`config.mk`:
```
export PLATFORM = sky130hd
export DESIGN_NAME = array_pair_loader
export DESIGN_NICKNAME = d
export VERILOG_FILES = /design/src/rtl/array_pair_loader.sv
export SDC_FILE = /design/constraint.sdc
export NUM_CORES = 1
export LEC_CHECK = 0
export ABC_AREA = 1
export BUFFER_PORTS_ARGS = -buffer_cell sky130_fd_sc_hd__buf_4
export CAP_MARGIN = 40
export CORE_MARGIN = 1
export CORE_UTILIZATION = 40
export CTS_CLUSTER_SIZE = 8
export DETAILED_ROUTE_END_ITERATION = 16
export SETUP_SLACK_MARGIN = 0.1
export SYNTH_ARGS = -nofsm -noshare
export SYNTH_HDL_FRONTEND = slang
export SYNTH_SLANG_ARGS = --single-unit
```
`constraint.sdc`:
```
create_clock -name CLK -period 2.4 [get_ports CLK]
set_input_delay 0.24 -clock CLK [delete_from_list [all_inputs] [get_ports CLK]]
set_output_delay 0.24 -clock CLK [all_outputs]
set_load 0.02 [all_outputs]
```
`src/rtl/array_pair_loader.sv`:
```
// Serial-to-parallel loader that assembles two 2x2 operand arrays (A then B) from a word stream.
// Latency: OUT_VALID rises 1 cycle after the accept of the 8th word (the one carrying DIN_LAST).
// Backpressure: DIN_READY is low for the whole HOLD state, including the handoff cycle in which OUT_READY is seen.
//
// Ports:
//   CLK, RST                      rising-edge clock, synchronous active-high reset
//   DIN, DIN_VALID, DIN_LAST      input word stream; DIN_LAST marks the final word of a frame
//   DIN_READY                     loader can accept a word this cycle
//   A_OUT, B_OUT                  assembled arrays, packed as [row][col][NBITS-1:0]
//   OUT_VALID, OUT_READY          frame handshake towards the array compute stage
//   FRAME_ERR                     one-cycle pulse on a short or long frame
//   FRAME_CNT                     count of delivered frames, wraps modulo 2^CNT_BITS
module array_pair_loader #(
  parameter int NBITS    = 16,
  parameter int CNT_BITS = 8
) (
  input  logic                            CLK,
  input  logic                            RST,
  input  logic [NBITS-1:0]                DIN,
  input  logic                            DIN_VALID,
  input  logic                            DIN_LAST,
  output logic                            DIN_READY,
  output logic [1:0][1:0][NBITS-1:0]      A_OUT,
  output logic [1:0][1:0][NBITS-1:0]      B_OUT,
  output logic                            OUT_VALID,
  input  logic                            OUT_READY,
  output logic                            FRAME_ERR,
  output logic [CNT_BITS-1:0]             FRAME_CNT
);

  typedef enum logic {FILL, HOLD} state_t;

  state_t     state, state_nxt;
  logic [2:0] idx, idx_nxt;
  logic       store;     // write DIN into the element addressed by idx
  logic       err_nxt;   // framing error detected on this accept
  logic       cnt_inc;   // frame handed to the consumer this cycle

  // State and control registers.
  always_ff @(posedge CLK) begin
    if (RST) begin
      state     <= FILL;
      idx       <= 3'd0;
      FRAME_ERR <= 1'b0;
      FRAME_CNT <= '0;
    end else begin
      state     <= state_nxt;
      idx       <= idx_nxt;
      FRAME_ERR <= err_nxt;
      if (cnt_inc) begin
        FRAME_CNT <= FRAME_CNT + 1'b1;
      end
    end
  end

  // Next-state, handshake outputs and framing checks.
  always_comb begin
    state_nxt = state;
    idx_nxt   = idx;
    DIN_READY = 1'b0;
    OUT_VALID = 1'b0;
    store     = 1'b0;
    err_nxt   = 1'b0;
    cnt_inc   = 1'b0;
    case (state)
      FILL: begin
        DIN_READY = 1'b1;
        if (DIN_VALID) begin
          if (idx == 3'd7) begin
            idx_nxt = 3'd0;
            if (DIN_LAST) begin
              store     = 1'b1;
              state_nxt = HOLD;
            end else begin
              // Long frame: the 8th word is dropped and the next word restarts at A[0][0].
              err_nxt = 1'b1;
            end
          end else if (DIN_LAST) begin
            // Short frame: drop the word; elements already written are left as they are.
            idx_nxt = 3'd0;
            err_nxt = 1'b1;
          end else begin
            store   = 1'b1;
            idx_nxt = idx + 3'd1;
          end
        end
      end
      HOLD: begin
        // No refill in the handoff cycle, so the arrays stay stable until OUT_VALID drops.
        OUT_VALID = 1'b1;
        if (OUT_READY) begin
          state_nxt = FILL;
          cnt_inc   = 1'b1;
        end
      end
    endcase
  end

  // Arrays are written in place: idx[2] selects A/B, idx[1] the row, idx[0] the column.
  always_ff @(posedge CLK) begin
    if (RST) begin
      A_OUT <= '0;
      B_OUT <= '0;
    end else if (store) begin
      if (!idx[2]) begin
        A_OUT[idx[1]][idx[0]] <= DIN;
      end else begin
        B_OUT[idx[1]][idx[0]] <= DIN;
      end
    end
  end

endmodule

```
==> summary.txt, run 1 <==
Pwr
  – Gate power share: under 10%
  – Peak supply drop: 0.598 mV
  – P_int: between 4 and 5 mW
  – Switch Pwr: roughly 1.2 mW
  – Cell Pwr Density: roughly 670 nW/um^2
  – Leak: approximately 4.4 nW
  – Reg power frac: between 40% and 50%
  – Tot Pwr: 5.24 mW
  – Clk pwr share: ~48%
  – Switching Fraction: between 20 and 25%

Critical path
  – Crit-path slowest cell: dfxtp_1
  – CP Launch Type: flip-flop
  – Flop2flop setup slack: 0.33 ns
  – WP buf/inv: 2
  – Cells on worst reg2reg path: 9
  – Crit. End Element: flip-flop
  – CP max FO: 32
  – Critical R2R Capture: A_OUT[52]$_SDFFE_PP0P_
  – Worst EP arrival: 2.39 ns
  – Crit-path max cell delay: ~0.33 ns
  – Critical Path RT: 2.71 ns
  – Most Frequent Cell on Critical Path: ha_1
  – Top delay family on crit path: adder cells
  – Crit Path Class: reg2reg
  – Reg-to-Reg Start: idx[0]$_SDFFE_PP0P_
  – CP Cell Sequence: ha_1 > ha_1 > ha_1 > clkinv_1 > nand4_1 > buf_4 > nand2_1 > nand2_1 > nor2_1

Place
  – Cells after DPL: between 1000 and 1500
  – Placed Area: slightly above 7000 um^2
  – DP HPWL: ~10 mm
  – PortBufs: between 150 and 200
  – Gpl congestion: roughly 0.79
  – Place WS: between 0.3 and 0.4 ns

Clocking
  – Sinks on the clock net: between 100 and 150
  – CTS tree: done
  – Clock Path Buffers: 2
  – Post-cts resize count: 0
  – Clock-pin slew on the worst setup and hold paths: approximately 0.060 ns
  – H-tree depth: 4
  – Hold_buf cts: 0
  – Root buf cell: clkbuf_16
  – Postcts setup bufs: 0
  – Clock buffer count from CTS: 17
  – Clk_lat worst skew: between 0.4 and 0.5 ns

Floorplanning
  – Initial Util: between 40% and 50%
  – # rows: 44
  – Die area: 15400 um^2
  – Die width: approximately 120 um
  – Top Ports: 160
  – Die height: approximately 120 um
  – Core footprint: between 10000 and 15000 um^2

STA
  – RSZ-0062 raised after global routing: no
  – Min Tclk post-route: about 2.1 ns
  – Fin. Hold Viols: 0
  – Final Cycle Share: 86.4%
  – Highest Clock Rate: a little under 500 MHz
  – Worst hold margin: approximately 0.055 ns
  – Final TNS setup: 0 ns
  – Max Slew Vio Count: 0
  – Setup slack after layout: 0.326 ns
  – Final setup viols: 0
  – Max-slew headroom: between 70% and 80%
  – Slew @ Worst Pin: 0.444 ns
  – Clk_skew: approximately 0.012 ns

Detailed routing
  – Drt total wl: approximately 16 mm
  – Drt drc: 0
  – DR vias/cell: between 4 and 5
  – Post-DRT Antenna Nets: 0
  – Wire per inst: 13.0 um
  – Vias: 5319
  – Router iterations before antenna repair: 4
  – DR iter-0 viols: around 410

Final layout
  – Layout area overhead: 30.4%
  – Fin nets: about 1100
  – Filler cell count in the final layout: 1490
  – # diodes: 0
  – Post-route cell area: between 7000 and 8000 um^2
  – Fin util: 53.5%
  – Post-route insts no fill: ~1300
  – Layout cells sized above 1: 18.7%

Synth
  – Mean Syn Cell Area: 6.49 um^2
  – Commonest register cell after synthesis: dfxtp_1
  – Top cells by area, synth: dfxtp_1 47%, nand2_1 17%, nor2_1 17%
  – #FFs+latches synth: roughly 140
  – Async S/R FF share, synth: 0%
  – Post-Synthesis Cells: a little over 900
  – Leading area contributor after synthesis: dfxtp_1
  – Synth cell types: 19
  – Top cell type's share of synthesized area: between 40 and 50%
  – Yosys warns: 0
  – Post-synth EDFFs: 0
  – Mapped cell area: 5970 um^2
  – Syn Nets: about 950
  – Most instantiated cells after synthesis: 277 x nand2_1, 272 x nor2_1, 141 x dfxtp_1, 140 x inv_1, 24 x buf_2
  – Sequential fraction of the synthesis area: approximately 47%
  – Most common cell in the netlist: nand2_1

Worst hold path
  – Hold Path Class: in2reg
  – Hold Path End: idx[2]$_SDFFE_PP0P_
  – Hold Path Origin: RST
  – Hold Crit Depth: 2

Global route
  – Congestion Overflow GR: 0
  – Largest net degree at the start of global routing: 46
  – First-pass GRT wire length: around 24 mm
  – Vias in the first global route: 4553
  – GR Util All Layers: between 20% and 30%
  – Initial antenna violation count: 0

Flow run
  – Max capacitance violation total: 0

Outcome
  – Status: finished, final reports clean
-- logic make-up (layout without fill, tap and decap cells) --
| logic type | count (synthesis) | count (layout) | synth area share (%) |
|---|---|---|---|
| simple gates | 566 | 566 | 36.3 |
| buf+inv | 196 | 343 | 14.2 |
| flops | 141 | 141 | 47.3 |
| compound gates | 9 | 9 | 0.797 |
| fa+ha+maj | 7 | 7 | 1.47 |
-- registers in the layout (all words and copies together) (netlist names) --
signal,flops
B_OUT,64
A_OUT,64
FRAME_CNT,8
state,1
idx,3
FRAME_ERR,1
-- worst max path at each step --
stage,start,end,cells past startpoint
5_1_grt,idx[0]$_SDFFE_PP0P_,A_OUT[53]$_SDFFE_PP0P_,9
3_3_place_gp,idx[0]$_SDFFE_PP0P_,A_OUT[43]$_SDFFE_PP0P_,9
3_5_place_dp,idx[0]$_SDFFE_PP0P_,A_OUT[52]$_SDFFE_PP0P_,9
2_1_floorplan,idx[0]$_SDFFE_PP0P_,A_OUT[53]$_SDFFE_PP0P_,8
6_report,idx[0]$_SDFFE_PP0P_,A_OUT[52]$_SDFFE_PP0P_,9
4_1_cts,idx[0]$_SDFFE_PP0P_,B_OUT[39]$_SDFFE_PP0P_,9
-- cells in the final DEF, fill, tap and decap left out, types with 3 or more instances in the layout --
master     netlist  final
nand2_1        277    277
nor2_1         272    272
buf_4            0    166
dfxtp_1        141    141
inv_1          140    140
clkbuf_16        0     17
nand4_1          8      8
ha_1             7      7
a21oi_1          6      6
clkbuf_8         0      5
nand3_1          4      4
clkbuf_1        16      4
buf_12           0      4
nor3_1           3      3
-- routing by layer --
| metal | GRT usage (%) | share of wire (%) | vias up |
|---|---|---|---|
| met5 | 0 | 0 | - |
| met4 | 7.44 | 0.81 | 0 |
| met3 | 6.04 | 7.3 | 11 |
| met2 | 32.8 | 44 | 136 |
| met1 | 29.1 | 47 | 2272 |
| li1 | - | - | 2900 |
-- power by group through the flow --
stage | clock network (mW) | logic, mW | registers (mW)
after floorplan | 0 | 0.158 | 2.48
after global placement | 0 | 0.329 | 2.45
after detailed placement | 0 | 0.330 | 2.45
after CTS | 2.57 | 0.331 | 2.40
after global routing | 2.66 | 0.360 | 2.40
final | 2.52 | 0.328 | 2.40
-- layout make-up --
type / count / area (um^2) / area share (%)
repair buffers: 170 / 1330 / 17.0
multi-input cells: 582 / 2300 / 29.6
flip-flops and latches: 141 / 2820 / 36.3
well taps: 184 / 230 / 2.96
clock buffers: 26 / 509 / 6.55
clock inverters: 5 / 56.3 / 0.724
inverters: 142 / 536 / 6.88
Note: power is estimated with default switching activity, not from simulation.
==> run 2: changes to the inputs <==
HOLD_SLACK_MARGIN = 0.06   (was default)
==> summary.txt, run 2 (synthesized netlist as in run 1, its figures left out) <==
Outcome
  – Status: finished, final reports clean

Critical path
  – Critical Path RT: 2.71 ns (about the same)
  – CP max FO: 32 (unchanged)
  – Worst EP arrival: 2.39 ns (about the same)
  – Most Frequent Cell on Critical Path: ha_1
  – Crit Path Class: reg2reg
  – Critical R2R Capture: A_OUT[52]$_SDFFE_PP0P_
  – Cells on worst reg2reg path: 9 (unchanged)
  – Flop2flop setup slack: 0.32 ns (about the same)
  – Crit. End Element: flip-flop
  – CP Cell Sequence: ha_1 > ha_1 > ha_1 > clkinv_1 > nand4_1 > buf_4 > nand2_1 > nand2_1 > nor2_1
  – Crit-path max cell delay: 0.33 ns (about the same)
  – CP Launch Type: flip-flop
  – Reg-to-Reg Start: idx[0]$_SDFFE_PP0P_
  – Crit-path slowest cell: dfxtp_1

Pwr
  – P_int: 4.04 mW (about the same)
  – Reg power frac: 45.7% (about the same)
  – Switching Fraction: 23.1% (+0.076 points)
  – Cell Pwr Density: 674 nW/um^2 (about the same)
  – Gate power share: 6.3% (about the same)
  – Peak supply drop: 0.600 mV (+0.34%)
  – Leak: 4.42 nW (about the same)
  – Switch Pwr: 1.21 mW (+0.45%)
  – Tot Pwr: 5.25 mW (+0.13%)
  – Clk pwr share: 48.0% (about the same)

Detailed routing
  – DR iter-0 viols: 405 (-0.49%)
  – Drt drc: 0 (unchanged)
  – Wire per inst: 13.0 um (-0.21%)
  – Router iterations before antenna repair: 7 (+3)
  – Drt total wl: 16.2 mm (-0.13%)
  – Vias: 5364 (+0.85%)
  – DR vias/cell: 4.29 (+0.77%)
  – Post-DRT Antenna Nets: 0 (unchanged)

Floorplanning
  – Core footprint: 14500 um^2 (unchanged)
  – Top Ports: 160 (unchanged)
  – Initial Util: 41.1% (unchanged)
  – Die height: 124 um (unchanged)
  – Die width: 124 um (unchanged)
  – Die area: 15400 um^2 (unchanged)
  – # rows: 44 (unchanged)

STA
  – Max-slew headroom: 70.0% (-0.41 points)
  – Slew @ Worst Pin: 0.450 ns (+0.00615 ns)
  – Final setup viols: 0 (unchanged)
  – RSZ-0062 raised after global routing: no
  – Min Tclk post-route: 2.08 ns (+0.00279 ns)
  – Fin. Hold Viols: 0 (unchanged)
  – Highest Clock Rate: 482 MHz (-0.13%)
  – Max Slew Vio Count: 0 (unchanged)
  – Clk_skew: 0.0141 ns (+0.00196 ns)
  – Final Cycle Share: 86.5% (+0.12 points)
  – Final TNS setup: 0 ns (unchanged)
  – Setup slack after layout: 0.323 ns (-0.00279 ns)

Clocking
  – Root buf cell: clkbuf_16
  – H-tree depth: 4 (unchanged)
  – Postcts setup bufs: 0 (unchanged)
  – Clock buffer count from CTS: 17 (unchanged)
  – CTS tree: done
  – Sinks on the clock net: 141 (unchanged)
  – Clock Path Buffers: 2 (unchanged)
  – Clk_lat worst skew: 0.42 ns (about the same)
  – Post-cts resize count: 0 (unchanged)
  – Clock-pin slew on the worst setup and hold paths: 0.06 ns (about the same)

Final layout
  – Top flop regs: A_OUT (64), B_OUT (64), FRAME_CNT (8)
  – Commonest non-fill, non-tap cells in the layout: 277 x nand2_1, 272 x nor2_1, 166 x buf_4, 141 x dfxtp_1, 140 x inv_1
  – Fin nets: 1083 (+0.092%)
  – Most common cell after layout, fill and taps aside: nand2_1
  – Layout cells sized above 1: 18.7% (about the same)
  – Filler cell count in the final layout: 1487 (-0.20%)
  – Sequential Area: 2820 um^2 (unchanged)
  – # diodes: 0 (unchanged)
  – Multi-input logic area: 2300 um^2 (unchanged)
  – Layout area overhead: 30.5%

Place
  – PortBufs: 159 (unchanged)
  – Gpl congestion: 0.793 (unchanged)
  – Place WS: 0.372 ns (unchanged)
  – DP HPWL: 10.3 mm (unchanged)

Worst hold path
  – Hold Path Class: in2reg
  – Hold Path Origin: DIN_VALID
  – Hold Path End: state$_SDFF_PP0_
  – Hold Crit Depth: 3 (+1)

Global route
  – Largest net degree at the start of global routing: 46 (unchanged)
  – Vias in the first global route: 4558 (+0.11%)
  – GR peak layer: met2
  – GR Util All Layers: 21.6% (about the same)
  – Global routing met2 resource utilization: 32.9% (+0.035 points)
  – First-pass GRT wire length: 24.3 mm (+0.12%)
  – Initial antenna violation count: 0 (unchanged)
  – Congestion Overflow GR: 0 (unchanged)
  – GRT met1 Usage: 29.2% (about the same)
  – GRT met3 Usage: 6.04% (unchanged)

Flow run
  – Max capacitance violation total: 0 (unchanged)
-- run 2: power by group through the flow --
| stage | clock, mW | sequential [mW] | combinational, mW |
|---|---|---|---|
| after floorplan | 0 | 2.48 | 0.158 |
| after global placement | 0 | 2.45 | 0.329 |
| after detailed placement | 0 | 2.45 | 0.330 |
| after CTS | 2.57 | 2.40 | 0.332 |
| after global routing | 2.66 | 2.40 | 0.362 |
| final | 2.52 | 2.40 | 0.330 |
-- run 2: worst max-delay path: cells and delay by family (launching register included) --
family | cells | cell delay [ns]
buffers and inverters | 2 | 0.52
DFF | 1 | 0.33
adders and majority gates | 3 | 0.73
and+or+nand+nor | 4 | 0.38
-- run 2: routing by layer --
layer	part of all wire, %	vias to the layer above
met2	44	151
met4	1.1	0
li1	-	2900
met3	6.9	12
met5	0	-
met1	48	2301
-- run 2: repair_timing --
item	4_1_cts	5_1_grt
setup endpoints to repair	0	0
hold buffers	1	0
endpoints found under the hold margin	3	0
-- run 2: stage by stage --
stage | utilization (%) | cells | hold slack [ns] | area, um^2
final | 53.6 | 1251 | 0.122 | 7790
after global routing | 53.6 | 1251 | 0.139 | 7790
after CTS | 53.6 | 1251 | 0.112 | 7790
after detailed placement | 49.6 | 1219 | 0.485 | 7210
after global placement | 49.6 | 1219 | 0.483 | 7210
after floorplan | - | 919 | 0.309 | 5970
-- run 2: worst max-delay path by stage --
stage,startpoint,depth (start not counted),endpoint,slack (ns)
global placement,idx[0]$_SDFFE_PP0P_,9,A_OUT[43]$_SDFFE_PP0P_,0.41
detailed placement,idx[0]$_SDFFE_PP0P_,9,A_OUT[52]$_SDFFE_PP0P_,0.37
finish,idx[0]$_SDFFE_PP0P_,9,A_OUT[52]$_SDFFE_PP0P_,0.32
CTS,idx[0]$_SDFFE_PP0P_,9,B_OUT[39]$_SDFFE_PP0P_,0.34
floorplan,idx[0]$_SDFFE_PP0P_,8,A_OUT[53]$_SDFFE_PP0P_,0.57
global route,idx[0]$_SDFFE_PP0P_,9,A_OUT[53]$_SDFFE_PP0P_,0.18
-- run 2: area by class of cell --
| cell class | instances | area share [%] |
|---|---|---|
| Inverter | 142 | 6.87 |
| Tap cell | 184 | 2.96 |
| Multi-Input combinational cell | 582 | 29.5 |
| Timing Repair Buffer | 171 | 17.2 |
| Clock buffer | 26 | 6.54 |
| Clock inverter | 5 | 0.723 |
| Sequential cell | 141 | 36.2 |
